<file path="src/rtl/neuron_seq_ctrl_if.sv">
// Handshake bundle between layer control (master) and the per-neuron pass sequencer (slave).
interface neuron_seq_ctrl_if #(
  parameter int unsigned BITS = 16
);
  logic            start;
  logic            train;
  logic            abort;
  logic            cfg_we;
  logic [BITS-1:0] cfg_lr;
  logic [BITS-1:0] y_in;
  logic            fp;
  logic            bp;
  logic [BITS-1:0] lr_out;
  logic [BITS-1:0] y_out;
  logic            y_valid;
  logic            busy;
  logic            done;
  logic [15:0]     pass_cnt;

  modport master (
    output start, train, abort, cfg_we, cfg_lr, y_in,
    input  fp, bp, lr_out, y_out, y_valid, busy, done, pass_cnt
  );

  modport slave (
    input  start, train, abort, cfg_we, cfg_lr, y_in,
    output fp, bp, lr_out, y_out, y_valid, busy, done, pass_cnt
  );
endinterface

</file>
<file path="src/rtl/neuron_seq_ctrl.sv">
// Forward/backward pass sequencer for one ReLU neuron; all outputs registered.
// Backward (training) pass is built only when NEURON_SEQ_TRAIN_EN is defined.
module neuron_seq_ctrl #(
  parameter int unsigned N      = 2,
  parameter int unsigned BITS   = 16,
  parameter int unsigned FP_LAT = (N + 1) / 2 + 4,
  parameter int unsigned BP_LAT = N + 3
) (
  input  logic               clk_i,
  input  logic               rst_i,
  neuron_seq_ctrl_if.slave   bus_io
);

  localparam logic [7:0]      FpLoad  = 8'(FP_LAT - 1);
  localparam logic [BITS-1:0] LrReset = BITS'(16'h0010);

`ifdef NEURON_SEQ_TRAIN_EN
  localparam logic [7:0] BpLoad = 8'(BP_LAT - 1);

  typedef enum logic [2:0] {StIdle, StFwd, StCapt, StBwd, StDone} state_e;

  logic train_q;
  logic bp_q;
`else
  typedef enum logic [1:0] {StIdle, StFwd, StCapt} state_e;
`endif

  state_e          state_q;
  logic [7:0]      cnt_q;
  logic            fp_q;
  logic            y_valid_q;
  logic            done_q;
  logic            busy_q;
  logic [BITS-1:0] lr_q;
  logic [BITS-1:0] y_out_q;
  logic [15:0]     pass_cnt_q;

  always_ff @(posedge clk_i) begin
    if (rst_i) begin
      state_q    <= StIdle;
      cnt_q      <= '0;
      fp_q       <= 1'b0;
      y_valid_q  <= 1'b0;
      done_q     <= 1'b0;
      busy_q     <= 1'b0;
      lr_q       <= LrReset;
      y_out_q    <= '0;
      pass_cnt_q <= '0;
`ifdef NEURON_SEQ_TRAIN_EN
      train_q    <= 1'b0;
      bp_q       <= 1'b0;
`endif
    end else begin
      fp_q      <= 1'b0;
      y_valid_q <= 1'b0;
      done_q    <= 1'b0;
`ifdef NEURON_SEQ_TRAIN_EN
      bp_q      <= 1'b0;
      // Rate is frozen for the whole backward pass.
      if (bus_io.cfg_we && (state_q != StBwd)) lr_q <= bus_io.cfg_lr;
`else
      if (bus_io.cfg_we) lr_q <= bus_io.cfg_lr;
`endif

      unique case (state_q)
        StIdle: begin
          if (bus_io.start && !bus_io.abort) begin
`ifdef NEURON_SEQ_TRAIN_EN
            train_q <= bus_io.train;
`endif
            cnt_q   <= FpLoad;
            fp_q    <= 1'b1;
            busy_q  <= 1'b1;
            state_q <= StFwd;
          end
        end

        StFwd: begin
          if (bus_io.abort) begin
            busy_q  <= 1'b0;
            state_q <= StIdle;
          end else if (cnt_q == 8'd0) begin
            y_out_q   <= bus_io.y_in;
            y_valid_q <= 1'b1;
            state_q   <= StCapt;
`ifdef NEURON_SEQ_TRAIN_EN
            if (!train_q) begin
              done_q     <= 1'b1;
              pass_cnt_q <= pass_cnt_q + 16'd1;
            end
`else
            done_q     <= 1'b1;
            pass_cnt_q <= pass_cnt_q + 16'd1;
`endif
          end else begin
            cnt_q <= cnt_q - 8'd1;
            fp_q  <= 1'b1;
          end
        end

        // Single low cycle between fp and bp guarantees a clean bp rising edge.
        StCapt: begin
`ifdef NEURON_SEQ_TRAIN_EN
          if (!bus_io.abort && train_q) begin
            cnt_q   <= BpLoad;
            bp_q    <= 1'b1;
            state_q <= StBwd;
          end else begin
            busy_q  <= 1'b0;
            state_q <= StIdle;
          end
`else
          busy_q  <= 1'b0;
          state_q <= StIdle;
`endif
        end

`ifdef NEURON_SEQ_TRAIN_EN
        StBwd: begin
          if (bus_io.abort) begin
            busy_q  <= 1'b0;
            state_q <= StIdle;
          end else if (cnt_q == 8'd0) begin
            done_q     <= 1'b1;
            pass_cnt_q <= pass_cnt_q + 16'd1;
            state_q    <= StDone;
          end else begin
            cnt_q <= cnt_q - 8'd1;
            bp_q  <= 1'b1;
          end
        end

        StDone: begin
          busy_q  <= 1'b0;
          state_q <= StIdle;
        end
`endif

        default: begin
          busy_q  <= 1'b0;
          state_q <= StIdle;
        end
      endcase
    end
  end

  assign bus_io.fp       = fp_q;
`ifdef NEURON_SEQ_TRAIN_EN
  assign bus_io.bp       = bp_q;
`else
  assign bus_io.bp       = 1'b0;
`endif
  assign bus_io.lr_out   = lr_q;
  assign bus_io.y_out    = y_out_q;
  assign bus_io.y_valid  = y_valid_q;
  assign bus_io.busy     = busy_q;
  assign bus_io.done     = done_q;
  assign bus_io.pass_cnt = pass_cnt_q;

endmodule

</file>
<file path="src/flat_wrapper.sv">
// flat-port wrapper written by rule: the top's interface ports become plain ports
module neuron_seq_ctrl_flat 
#(
  parameter int unsigned N      = 2,
  parameter int unsigned BITS   = 16,
  parameter int unsigned FP_LAT = (N + 1) / 2 + 4,
  parameter int unsigned BP_LAT = N + 3
)
  (clk_i, rst_i, bus_io_start, bus_io_train, bus_io_abort, bus_io_cfg_we, bus_io_cfg_lr, bus_io_y_in, bus_io_fp, bus_io_bp, bus_io_lr_out, bus_io_y_out, bus_io_y_valid, bus_io_busy, bus_io_done, bus_io_pass_cnt);
  neuron_seq_ctrl_if #(.BITS(BITS)) bus_io_i ();
  input  logic clk_i;
  input  logic rst_i;
  input wire logic [$bits(bus_io_i.start)-1:0] bus_io_start;
  input wire logic [$bits(bus_io_i.train)-1:0] bus_io_train;
  input wire logic [$bits(bus_io_i.abort)-1:0] bus_io_abort;
  input wire logic [$bits(bus_io_i.cfg_we)-1:0] bus_io_cfg_we;
  input wire logic [$bits(bus_io_i.cfg_lr)-1:0] bus_io_cfg_lr;
  input wire logic [$bits(bus_io_i.y_in)-1:0] bus_io_y_in;
  output wire logic [$bits(bus_io_i.fp)-1:0] bus_io_fp;
  output wire logic [$bits(bus_io_i.bp)-1:0] bus_io_bp;
  output wire logic [$bits(bus_io_i.lr_out)-1:0] bus_io_lr_out;
  output wire logic [$bits(bus_io_i.y_out)-1:0] bus_io_y_out;
  output wire logic [$bits(bus_io_i.y_valid)-1:0] bus_io_y_valid;
  output wire logic [$bits(bus_io_i.busy)-1:0] bus_io_busy;
  output wire logic [$bits(bus_io_i.done)-1:0] bus_io_done;
  output wire logic [$bits(bus_io_i.pass_cnt)-1:0] bus_io_pass_cnt;
  assign bus_io_i.start = bus_io_start;
  assign bus_io_i.train = bus_io_train;
  assign bus_io_i.abort = bus_io_abort;
  assign bus_io_i.cfg_we = bus_io_cfg_we;
  assign bus_io_i.cfg_lr = bus_io_cfg_lr;
  assign bus_io_i.y_in = bus_io_y_in;
  assign bus_io_fp = bus_io_i.fp;
  assign bus_io_bp = bus_io_i.bp;
  assign bus_io_lr_out = bus_io_i.lr_out;
  assign bus_io_y_out = bus_io_i.y_out;
  assign bus_io_y_valid = bus_io_i.y_valid;
  assign bus_io_busy = bus_io_i.busy;
  assign bus_io_done = bus_io_i.done;
  assign bus_io_pass_cnt = bus_io_i.pass_cnt;
  neuron_seq_ctrl #(.N(N), .BITS(BITS), .FP_LAT(FP_LAT), .BP_LAT(BP_LAT)) u_core (.clk_i(clk_i), .rst_i(rst_i), .bus_io(bus_io_i));
endmodule
</file>
<file path="config.mk">
export PLATFORM = sky130hd
export DESIGN_NAME = neuron_seq_ctrl_flat
export DESIGN_NICKNAME = d
export VERILOG_FILES = /design/src/rtl/neuron_seq_ctrl_if.sv /design/src/rtl/neuron_seq_ctrl.sv /design/src/flat_wrapper.sv
export SDC_FILE = /design/constraint.sdc
export NUM_CORES = 1
export LEC_CHECK = 0
export BUFFER_PORTS_ARGS = -buffer_cell sky130_fd_sc_hd__buf_2
export CORE_ASPECT_RATIO = 1.4
export CORE_MARGIN = 2
export CORE_UTILIZATION = 44
export DETAILED_ROUTE_END_ITERATION = 8
export MAX_ROUTING_LAYER = met4
export PLACE_DENSITY = 0.75
export SLEW_MARGIN = 10
export SYNTH_ARGS = -nofsm -noshare
export SYNTH_HDL_FRONTEND = slang
export SYNTH_SLANG_ARGS = --single-unit
</file>
<file path="constraint.sdc">
create_clock -name clk_i -period 1.75 [get_ports clk_i]
set_input_delay 0.175 -clock clk_i [delete_from_list [all_inputs] [get_ports clk_i]]
set_output_delay 0.175 -clock clk_i [all_outputs]
set_load 0.02 [all_outputs]
</file>
Yosys cells after proc, flatten, opt, wreduce, memory -nomap -nowiden
Index checks and enable logic that the tools add are counted.
- word-level logic and storage cells: 44
- input bits: 38
- bits in registers: 61
- output and inout port bits: 53
- equality and inequality tests: 6
- reductions and logical operators: 10
- add/subtract/negate cells: 2
- multiplexer cells: 16
- bitwise operators: 2
- operators by type and width (operator ; number):
    two-way mux 8 bit ; 3
    adder 16 x 1 -> 16 bit (second input constant) ; 1
    one-hot mux 8 bit (2 select lines) ; 1
    logical NOT 8 bit ; 1
    subtractor 8 x 1 -> 8 bit (second input constant) ; 1
    two-way mux 1 bit ; 6
    two-way mux 2 bit ; 3
    inequality test 2 bit (second input constant) ; 3
    one-hot mux 1 bit (2 select lines) ; 2
    one-hot mux 2 bit (2 select lines) ; 1
    AND reduction 2 bit ; 2
    AND reduction 4 bit ; 1
    inequality test 3 x 2 -> 1 bit (second input constant) ; 1
    AND reduction 3 bit ; 1
    OR reduction 3 bit ; 1
    equality test 2 x 1 -> 1 bit (second input constant) ; 1
    logical NOT 2 bit ; 1
    inequality test 2 x 1 -> 1 bit (second input constant) ; 1
    inverter 1 bit ; 2
    nonzero test 2 bit ; 1
    logical AND 1 bit ; 1
    logical NOT 1 bit ; 1

Longest topological paths before layout
Gate-level depths: netlist (run 1).
- depth in word-level cells: 4
- gate-level depth with buffers: 8

Worst setup path after synthesis (run 1)
No wires, ideal clock.
- kind: register to register
- start: reg u_core.cnt_q[0]
- end: reg u_core.pass_cnt_q[11], in the netlist u_core.bus_io.pass_cnt[11]
- data arrival time: 1.663 ns
- slack: 0.016 ns
- clock period less this slack: 1.734 ns
- cell stages (with the launch flop): 8
- setup time: 0.070 ns
- path through: dfxtp_1 > inv_1 > ha_1 > nor4b_4 > nand4_1 > buf_2 > or3_1 > a21oi_1
- cells in the longest elaborated chain, start to end: 2
- RTL lines (element ; line ; RTL):
    start: declaration ; neuron_seq_ctrl.sv:29 ; logic [7:0] cnt_q;
    start signal: assignment ; neuron_seq_ctrl.sv:71 ; cnt_q <= FpLoad;
    start signal: assignment ; neuron_seq_ctrl.sv:96 ; cnt_q <= cnt_q - 8'd1;
    logical NOT 8 bit ; neuron_seq_ctrl.sv:82 ; end else if (cnt_q == 8'd0) begin
    AND reduction 3 bit (no source line) ; - ;
    end signal: assignment ; neuron_seq_ctrl.sv:93 ; pass_cnt_q <= pass_cnt_q + 16'd1;
    end: declaration ; neuron_seq_ctrl.sv:36 ; logic [15:0] pass_cnt_q;
No other way between the ends.
A chain may end at the register's enable or synchronous reset.

Final worst setup path (run 1)
- start: reg u_core.cnt_q[0]
- end: reg u_core.pass_cnt_q[8], in the netlist u_core.bus_io.pass_cnt[8]
Same word-level chain as after synthesis.

==> metrics.md, run 1 <==
| Metric | Value |
|---|---|
| Flop-to-flop setup slack | `-0.07 ns` |
| DP Worst Slack | `-0.148 ns` |
| Yosys top cell area share | `0.489` |
| RSZ-0062 raised after global routing | `true` |
| Combinational power share | `0.120` |
| # hold bufs at CTS | `0` |
| Final Net Count | `between 400 and 500` |
| CP max FO | `5` |
| Synth Flop Type | `dfxtp_1` |
| Power per cell area | `937 nW/um^2` |
| Clock share of power | `0.428` |
| Routed via count | `about 2,400` |
| Wire per inst | `between 10 and 15 microns` |
| Via density | `a little over 5` |
| Post-synthesis mux area share | `0.0682` |
| Reg2Reg Depth | `9` |
| Filler instances | `451` |
| Layout cells sized above 1 | `0.386` |
| Worst setup path endpoint | `u_core.bus_io.pass_cnt[8]$_SDFFE_PP0P_` |
| CTS Buf Count | `9` |
| Initial Utilization | `0.455` |
| Critical path's most frequent cell | `buf_4` |
| Launch point of the worst reg-to-reg path | `u_core.cnt_q[0]$_SDFFE_PP0P_` |
| CP endpoint kind | `register` |
| Static Leak | `approximately 1.6 nW` |
| Post-place instance area | `3120 sq um` |
| CTS root buf | `clkbuf_8` |
| Dpl hpwl | `slightly above 4000 microns` |
| Final setup fails | `7` |
| Post-synth EDFFs | `0` |
| Xor-xnor portion of the synthesized cell area | `0.0105` |
| Yosys top cell by area | `dfxtp_1` |
| First-pass GRT wire length | `roughly 9500 microns` |
| Violated checks | `negative setup slack` |
| Outcome | `finished with violations` |
| Top cells by area, synth | `dfxtp_1 (49%), mux2i_1 (6.8%), a21oi_1 (6.6%), nand2_1 (6.5%), nor2_1 (4.2%)` |
| Simple-Gate Fraction of Synth Area | `0.249` |
| Worst Skew | `0.00806 ns` |
| RD Place Congestion | `around 0.82` |
| Ys Warns | `0` |
| Slowest-stage cell, CP | `dfxtp_2` |
| Initial DRT Pass Iterations | `4` |
| CP cell instances | `inv_2 > ha_4 > nor4b_4 > buf_4 > nand4_1 > buf_4 > buf_6 > or3_1 > a21oi_1` |
| Post-synthesis adder-cell area fraction | `0.0150` |
| Die width | `approximately 68 microns` |
| Cell area after synthesis | `2500 sq um` |
| Design Area, Final | `between 3000 and 4000 sq um` |
| Gr usage total | `0.202` |
| DIE AREA | `6300 sq um` |
| Deepest clock path buffer count | `2` |
| Fin cells | `470` |
| CORE AREA | `5490 sq um` |
| Synth Register Bits | `61` |
| # port buffers | `88` |
| Critical path type | `register to register` |
| Core Rows | `32` |
| Routed Antenna Nets | `0` |
| Seq pwr share | `0.452` |
| Internal power | `~2.5 mW` |
| H-tree Lvls | `3` |
| Sequential area share after synthesis | `0.489` |
| Initial antenna violation count | `0` |
| Switching share of power | `0.246` |
| Synth cell types | `35` |
| Worst-path clk slew | `0.07 ns` |
| Max Cap Viol | `0` |
| DRT Wirelength | `~5800 microns` |
| Syn nets | `~320` |
| Slew Limit Fails | `0` |
| Largest net degree at the start of global routing | `27` |
| Post-synth top cells | `dfxtp_1 (61), nand2_1 (43), a21oi_1 (33)` |
| Setup ws final | `-0.0677 ns` |
| Clock Latency Late Sink | `around 0.34 ns` |
| Ys async rst share | `0` |
| Vias in the first global route | `between 2,000 and 2,500` |
| Worst Path Required | `about 2.0 ns` |
| Critical Path Start | `u_core.cnt_q[0]$_SDFFE_PP0P_` |
| Min Clock Period, post-route | `about 1.8 ns` |
| Sw Pwr | `between 700 and 800 uW` |
| Area Growth Syn to Fin | `39.3%` |
| Combinational family with the most area after synthesis | `simple AND/OR/NAND/NOR gates` |
| I/O pins | `91` |
| Placed cell count | `between 400 and 500` |
| Compound-Gate Fraction of Synth Area | `0.130` |
| RR Endpoint | `u_core.bus_io.pass_cnt[8]$_SDFFE_PP0P_` |
| Avg Cell Area, Syn | `about 9 sq um` |
| Crit share post-route | `1.04` |
| # diodes | `0` |
| Slowest stage delay, CP | `around 0.32 ns` |
| Worst Path Arrival | `2.10 ns` |
| TritonCTS sink count | `61` |
| Die Ht | `~93 microns` |
| Critical Path Start Type | `register` |
| 1st-iter DRT viols | `between 100 and 150` |
| HP Class | `primary input to register` |
| Cells after Synth | `around 280` |
| Remaining global-route overflow | `0` |
| Final hold vios | `0` |
| CTS tree | `yes` |
| Max VDD drop | `between 500 and 600 uV` |
| Most common cell in the synthesized netlist | `dfxtp_1` |
| Fmax | `roughly 550 MHz` |
| DRC viols | `0` |
[critical path, delay by kind of cell, from the launching register on]
| kind | cells | cell delay (ns) |
|---|---|---|
| AND/OR/NAND/NOR | 3 | 0.65 |
| AO/OA/AOI/OAI | 1 | 0.11 |
| flip-flops | 1 | 0.32 |
| adder cells (fa/ha/maj) | 1 | 0.14 |
| buffers and inverters | 4 | 0.53 |
[what timing repair did]
item	4_1_cts	5_1_grt
setup buffers	4	5
setup endpoints to repair	5	21
gates resized for setup	9	16
pin swaps	8	11
gates cloned	0	1
hold endpoints to repair	0	0
[sequential cells by signal, indices dropped and copies added (netlist names)]
register	count
u_core.cnt_q	8
u_core.bus_io.fp	1
u_core.bus_io.pass_cnt	16
u_core.bus_io.done	1
u_core.state_q	2
u_core.bus_io.y_out	16
u_core.bus_io.busy	1
u_core.bus_io.lr_out	16
[kinds of logic after synthesis]
logic type,after synthesis
and+or+nand+nor,119
DFF,61
AOI/OAI and AO/OA,57
buffers and inverters,21
muxes,17
adders and majority gates,3
xor gates and xnor gates,3
other,1
[metrics by stage]
step	TNS, ns	hold WS [ns]	util	power, mW
6_report	-0.277	0.0440	0.634	3.26
5_1_grt	-1.12	0.0430	0.634	3.41
4_1_cts	0	0.0312	0.619	3.29
3_5_place_dp	-0.539	0.399	0.568	1.87
3_3_place_gp	-0.119	0.382	0.568	1.86
2_1_floorplan	0	0.297	-	1.72
[power groups by stage]
stage / combinational (mW) / sequential, mW / clock [mW]
after floorplan: 0.176 / 1.55 / 0
after global placement: 0.362 / 1.50 / 0
after detailed placement: 0.371 / 1.50 / 0
after CTS: 0.386 / 1.47 / 1.43
after global routing: 0.430 / 1.48 / 1.50
final: 0.390 / 1.47 / 1.39
[area by class of cell]
type / instances / area, sq um / share of cell area
Multi-Input combinational cell: 200 / 1230 / 0.354
Sequential cell: 61 / 1220 / 0.352
Timing Repair Buffer: 119 / 688 / 0.198
Clock buffer: 10 / 138 / 0.0396
Clock inverter: 6 / 86.3 / 0.0248
Tap cell: 68 / 85.1 / 0.0245
Inverter: 6 / 22.5 / 0.00648
[how the worst min path moves through the flow]
| stage | from | to | slack [ns] | cells after the start |
|---|---|---|---|---|
| global route | bus_io_cfg_lr[4] | u_core.bus_io.lr_out[4]$_SDFFE_PP1P_ | 0.04 | 2 |
| detailed placement | bus_io_cfg_lr[4] | u_core.bus_io.lr_out[4]$_SDFFE_PP1P_ | 0.40 | 2 |
| CTS | bus_io_cfg_lr[4] | u_core.bus_io.lr_out[4]$_SDFFE_PP1P_ | 0.03 | 2 |
| floorplan | bus_io_cfg_lr[4] | u_core.bus_io.lr_out[4]$_SDFFE_PP1P_ | 0.30 | 1 |
| global placement | bus_io_cfg_lr[4] | u_core.bus_io.lr_out[4]$_SDFFE_PP1P_ | 0.38 | 2 |
| finish | bus_io_cfg_lr[4] | u_core.bus_io.lr_out[4]$_SDFFE_PP1P_ | 0.04 | 2 |
[per-layer routing]
| layer | vias up | share of wire | track usage |
|---|---|---|---|
| met5 | - | 0 | - |
| met4 | 0 | 0.015 | 0.0918 |
| met3 | 10 | 0.050 | 0.0517 |
| met2 | 67 | 0.52 | 0.339 |
| met1 | 1103 | 0.41 | 0.220 |
| li1 | 1212 | - | - |
[cell usage in the layout (no fill, tap or decap), types with 4 or more instances in the layout]
cell      synthesis  final
a21oi_1          33     29
a21oi_2           0      4
buf_2             4     88
buf_4             2     27
buf_6             0      4
clkbuf_8          0     10
dfxtp_1          61     58
inv_1             6      4
mux2i_1          17     17
nand2_1          43     42
nand4_1           7      7
nor2_1           28     28
nor2b_1           4      4
o21ai_0          10      9
o31ai_1           7      7
or3_1            12     11
or4_1             6      5
Power figures use the tool's default switching activity.
==> run 2, diff against run 1 <==
--- a/config.mk
+++ b/config.mk
@@ -5,6 +5,7 @@
 export SDC_FILE = /design/constraint.sdc
 export NUM_CORES = 1
 export LEC_CHECK = 0
+export ABC_CLOCK_PERIOD_IN_PS = 1750
 export BUFFER_PORTS_ARGS = -buffer_cell sky130_fd_sc_hd__buf_2
 export CORE_ASPECT_RATIO = 1.4
 export CORE_MARGIN = 2
==> constraint.sdc (replaced) <==
create_clock -name clk_i -period 1.75 [get_ports clk_i]
set_input_delay 0.175 -clock clk_i [delete_from_list [all_inputs] [get_ports clk_i]]
set_output_delay 0.175 -clock clk_i [all_outputs]
set_load 0.1 [all_outputs]
==> metrics.md, run 2 (synthesis results as in run 1) <==
| Metric | Value |
|---|---|
| Placed cell count | `442 (was 445)` |
| CP endpoint kind | `register (unchanged)` |
| # port buffers | `88 (unchanged)` |
| TritonCTS sink count | `61 (unchanged)` |
| Critical Path Start | `u_core.cnt_q[1]$_SDFFE_PP0P_ (was u_core.cnt_q[0]$_SDFFE_PP0P_)` |
| Violated checks | `negative setup slack (unchanged)` |
| Vias in the first global route | `2,233 (was 2,256)` |
| Layout cells sized above 1 | `0.404 (was 0.386)` |
| Deepest clock path buffer count | `2 (unchanged)` |
| RD Place Congestion | `0.820 (was 0.822)` |
| Design Area, Final | `3430 sq um (was 3480 sq um)` |
| H-tree Lvls | `3 (unchanged)` |
| Gr usage total | `0.205 (was 0.202)` |
| DRC viols | `0 (unchanged)` |
| Commonest non-fill, non-tap cells in the layout | `buf_2 (89), dfxtp_1 (44), nand2_1 (43), a21oi_1 (30), nor2_1 (28) (was buf_2 (88), dfxtp_1 (58), nand2_1 (42), a21oi_1 (29), nor2_1 (28))` |
| Die Ht | `93.1 microns (unchanged)` |
| Routed Antenna Nets | `0 (unchanged)` |
| Most common cell after layout, fill and taps aside | `buf_2 (unchanged)` |
| Filler instances | `467 (was 451)` |
| Worst Path Required | `2.01 ns (was 2.03 ns)` |
| Max Cap Viol | `0 (unchanged)` |
| PnR Total Power | `3.23 mW (was 3.26 mW)` |
| Min Clock Period, post-route | `1.77 ns (was 1.82 ns)` |
| Setup ws final | `-0.0201 ns (was -0.0677 ns)` |
| Max VDD drop | `551 uV (was 572 uV)` |
| Clock Latency Late Sink | `0.33 ns (was 0.34 ns)` |
| CTS tree | `yes (unchanged)` |
| First-pass GRT wire length | `9580 microns (was 9490 microns)` |
| Fin cells | `464 (was 470)` |
| DIE AREA | `6300 sq um (unchanged)` |
| Slew Limit Fails | `0 (unchanged)` |
| # hold bufs at CTS | `0 (unchanged)` |
| Worst Skew | `0.00611 ns (was 0.00806 ns)` |
| Fin Setup TNS | `-0.0201 ns (was -0.277 ns)` |
| Area Growth Syn to Fin | `37.5% (was 39.3%)` |
| CTS root buf | `clkbuf_8 (unchanged)` |
| Outcome | `finished with violations (unchanged)` |
| Worst-path clk slew | `0.07 ns (about the same)` |
| Critical path type | `register to register (unchanged)` |
| Largest net degree at the start of global routing | `27 (unchanged)` |
| Die width | `67.7 microns (unchanged)` |
| Remaining global-route overflow | `0 (unchanged)` |
| CORE AREA | `5490 sq um (unchanged)` |
| 1st-iter DRT viols | `88 (was 111)` |
| Post-place instance area | `3130 sq um (was 3120 sq um)` |
| Crit share post-route | `1.01 (was 1.04)` |
| Wire per inst | `12.4 microns (about the same)` |
| Initial Utilization | `0.455 (unchanged)` |
| Final hold vios | `0 (unchanged)` |
| Initial DRT Pass Iterations | `4 (unchanged)` |
| Final setup fails | `1 (was 7)` |
| CP max FO | `6 (was 5)` |
| Routed via count | `2,404 (was 2,392)` |
| DRT Wirelength | `5770 microns (was 5820 microns)` |
| Worst Hold Launch | `bus_io_cfg_lr[4] (unchanged)` |
| I/O pins | `91 (unchanged)` |
| Final Net Count | `432 (was 438)` |
| RSZ-0062 raised after global routing | `true (unchanged)` |
| Via density | `5.18 (was 5.09)` |
| Initial antenna violation count | `0 (unchanged)` |
| Launch point of the worst reg-to-reg path | `u_core.cnt_q[1]$_SDFFE_PP0P_ (was u_core.cnt_q[0]$_SDFFE_PP0P_)` |
| Fmax | `565 MHz (was 550 MHz)` |
| CTS Buf Count | `9 (unchanged)` |
| Static Leak | `1.51 nW (was 1.55 nW)` |
| Dpl hpwl | `4100 microns (was 4160 microns)` |
| Final Hold Slack | `0.0475 ns (was 0.0440 ns)` |
| Critical Path Start Type | `register (unchanged)` |
| # diodes | `0 (unchanged)` |
| Worst Path Arrival | `2.03 ns (was 2.10 ns)` |
| HP Class | `primary input to register (unchanged)` |
| Core Rows | `32 (unchanged)` |
| Power per cell area | `942 nW/um^2 (was 937 nW/um^2)` |
run 2: cell count changes in the layout (fill, tap and decap cells not counted), sizes merged:
cell,delta
clkinv,-1
bufinv,-2
buf,-6
clkbuf,+3
inv,+1
clkinvlp,-1
run 2: final cells by class:
cell class              count  area [sq um]  area share
well taps                  68          85.1      0.0248
inverters                   6          22.5     0.00656
clock inverters             3          16.3     0.00474
repair buffers            113           633       0.184
multi-input cells         200          1240       0.362
clock buffers              13           170      0.0496
flip-flops and latches     61          1260       0.368
run 2: timing repair:
item	CTS	global route
endpoints found under the setup margin	7	26
pin swaps	4	10
setup buffers	4	1
gates resized for setup	6	18
cloned	0	1
run 2: critical path: stages (launching register included):
cell and delay [ns]:
dfxtp_2 0.32, inv_2 0.07, ha_4 0.13, nor4b_4 0.23
nand4_1 0.21, buf_6 0.19, or4_1 0.40, a21oi_1 0.15
run 2: where the power goes:
part | switching (mW) | internal, mW
registers | 0.0364 | 1.43
clock network | 0.528 | 0.636
logic | 0.431 | 0.174
run 2: per-stage QoR:
step           utilization  setup slack, ns
6_report             0.626          -0.0201
5_1_grt              0.626           -0.118
4_1_cts              0.614           0.0221
3_5_place_dp         0.571          -0.0660
3_3_place_gp         0.571          -0.0186
2_1_floorplan            -           0.0108
run 2: final timing paths:
check	endpoint	slack (ns)	cells past startpoint
worst max-delay path	u_core.bus_io.pass_cnt[14]$_SDFFE_PP0P_	-0.02	7
worst min-delay path	u_core.bus_io.lr_out[4]$_SDFFE_PP1P_	0.05	2
worst max register to register	u_core.bus_io.pass_cnt[14]$_SDFFE_PP0P_	-0.02	7
worst min register to register	u_core.bus_io.y_out[0]$_SDFFE_PP0P_	0.45	2
run 2: routing by layer:
layer	vias to the layer above	global-route usage	routed length, microns
li1	1207	-	-
met1	1105	0.225	2410
met2	78	0.330	2870
met3	14	0.0542	314
met4	0	0.112	162
met5	-	-	0
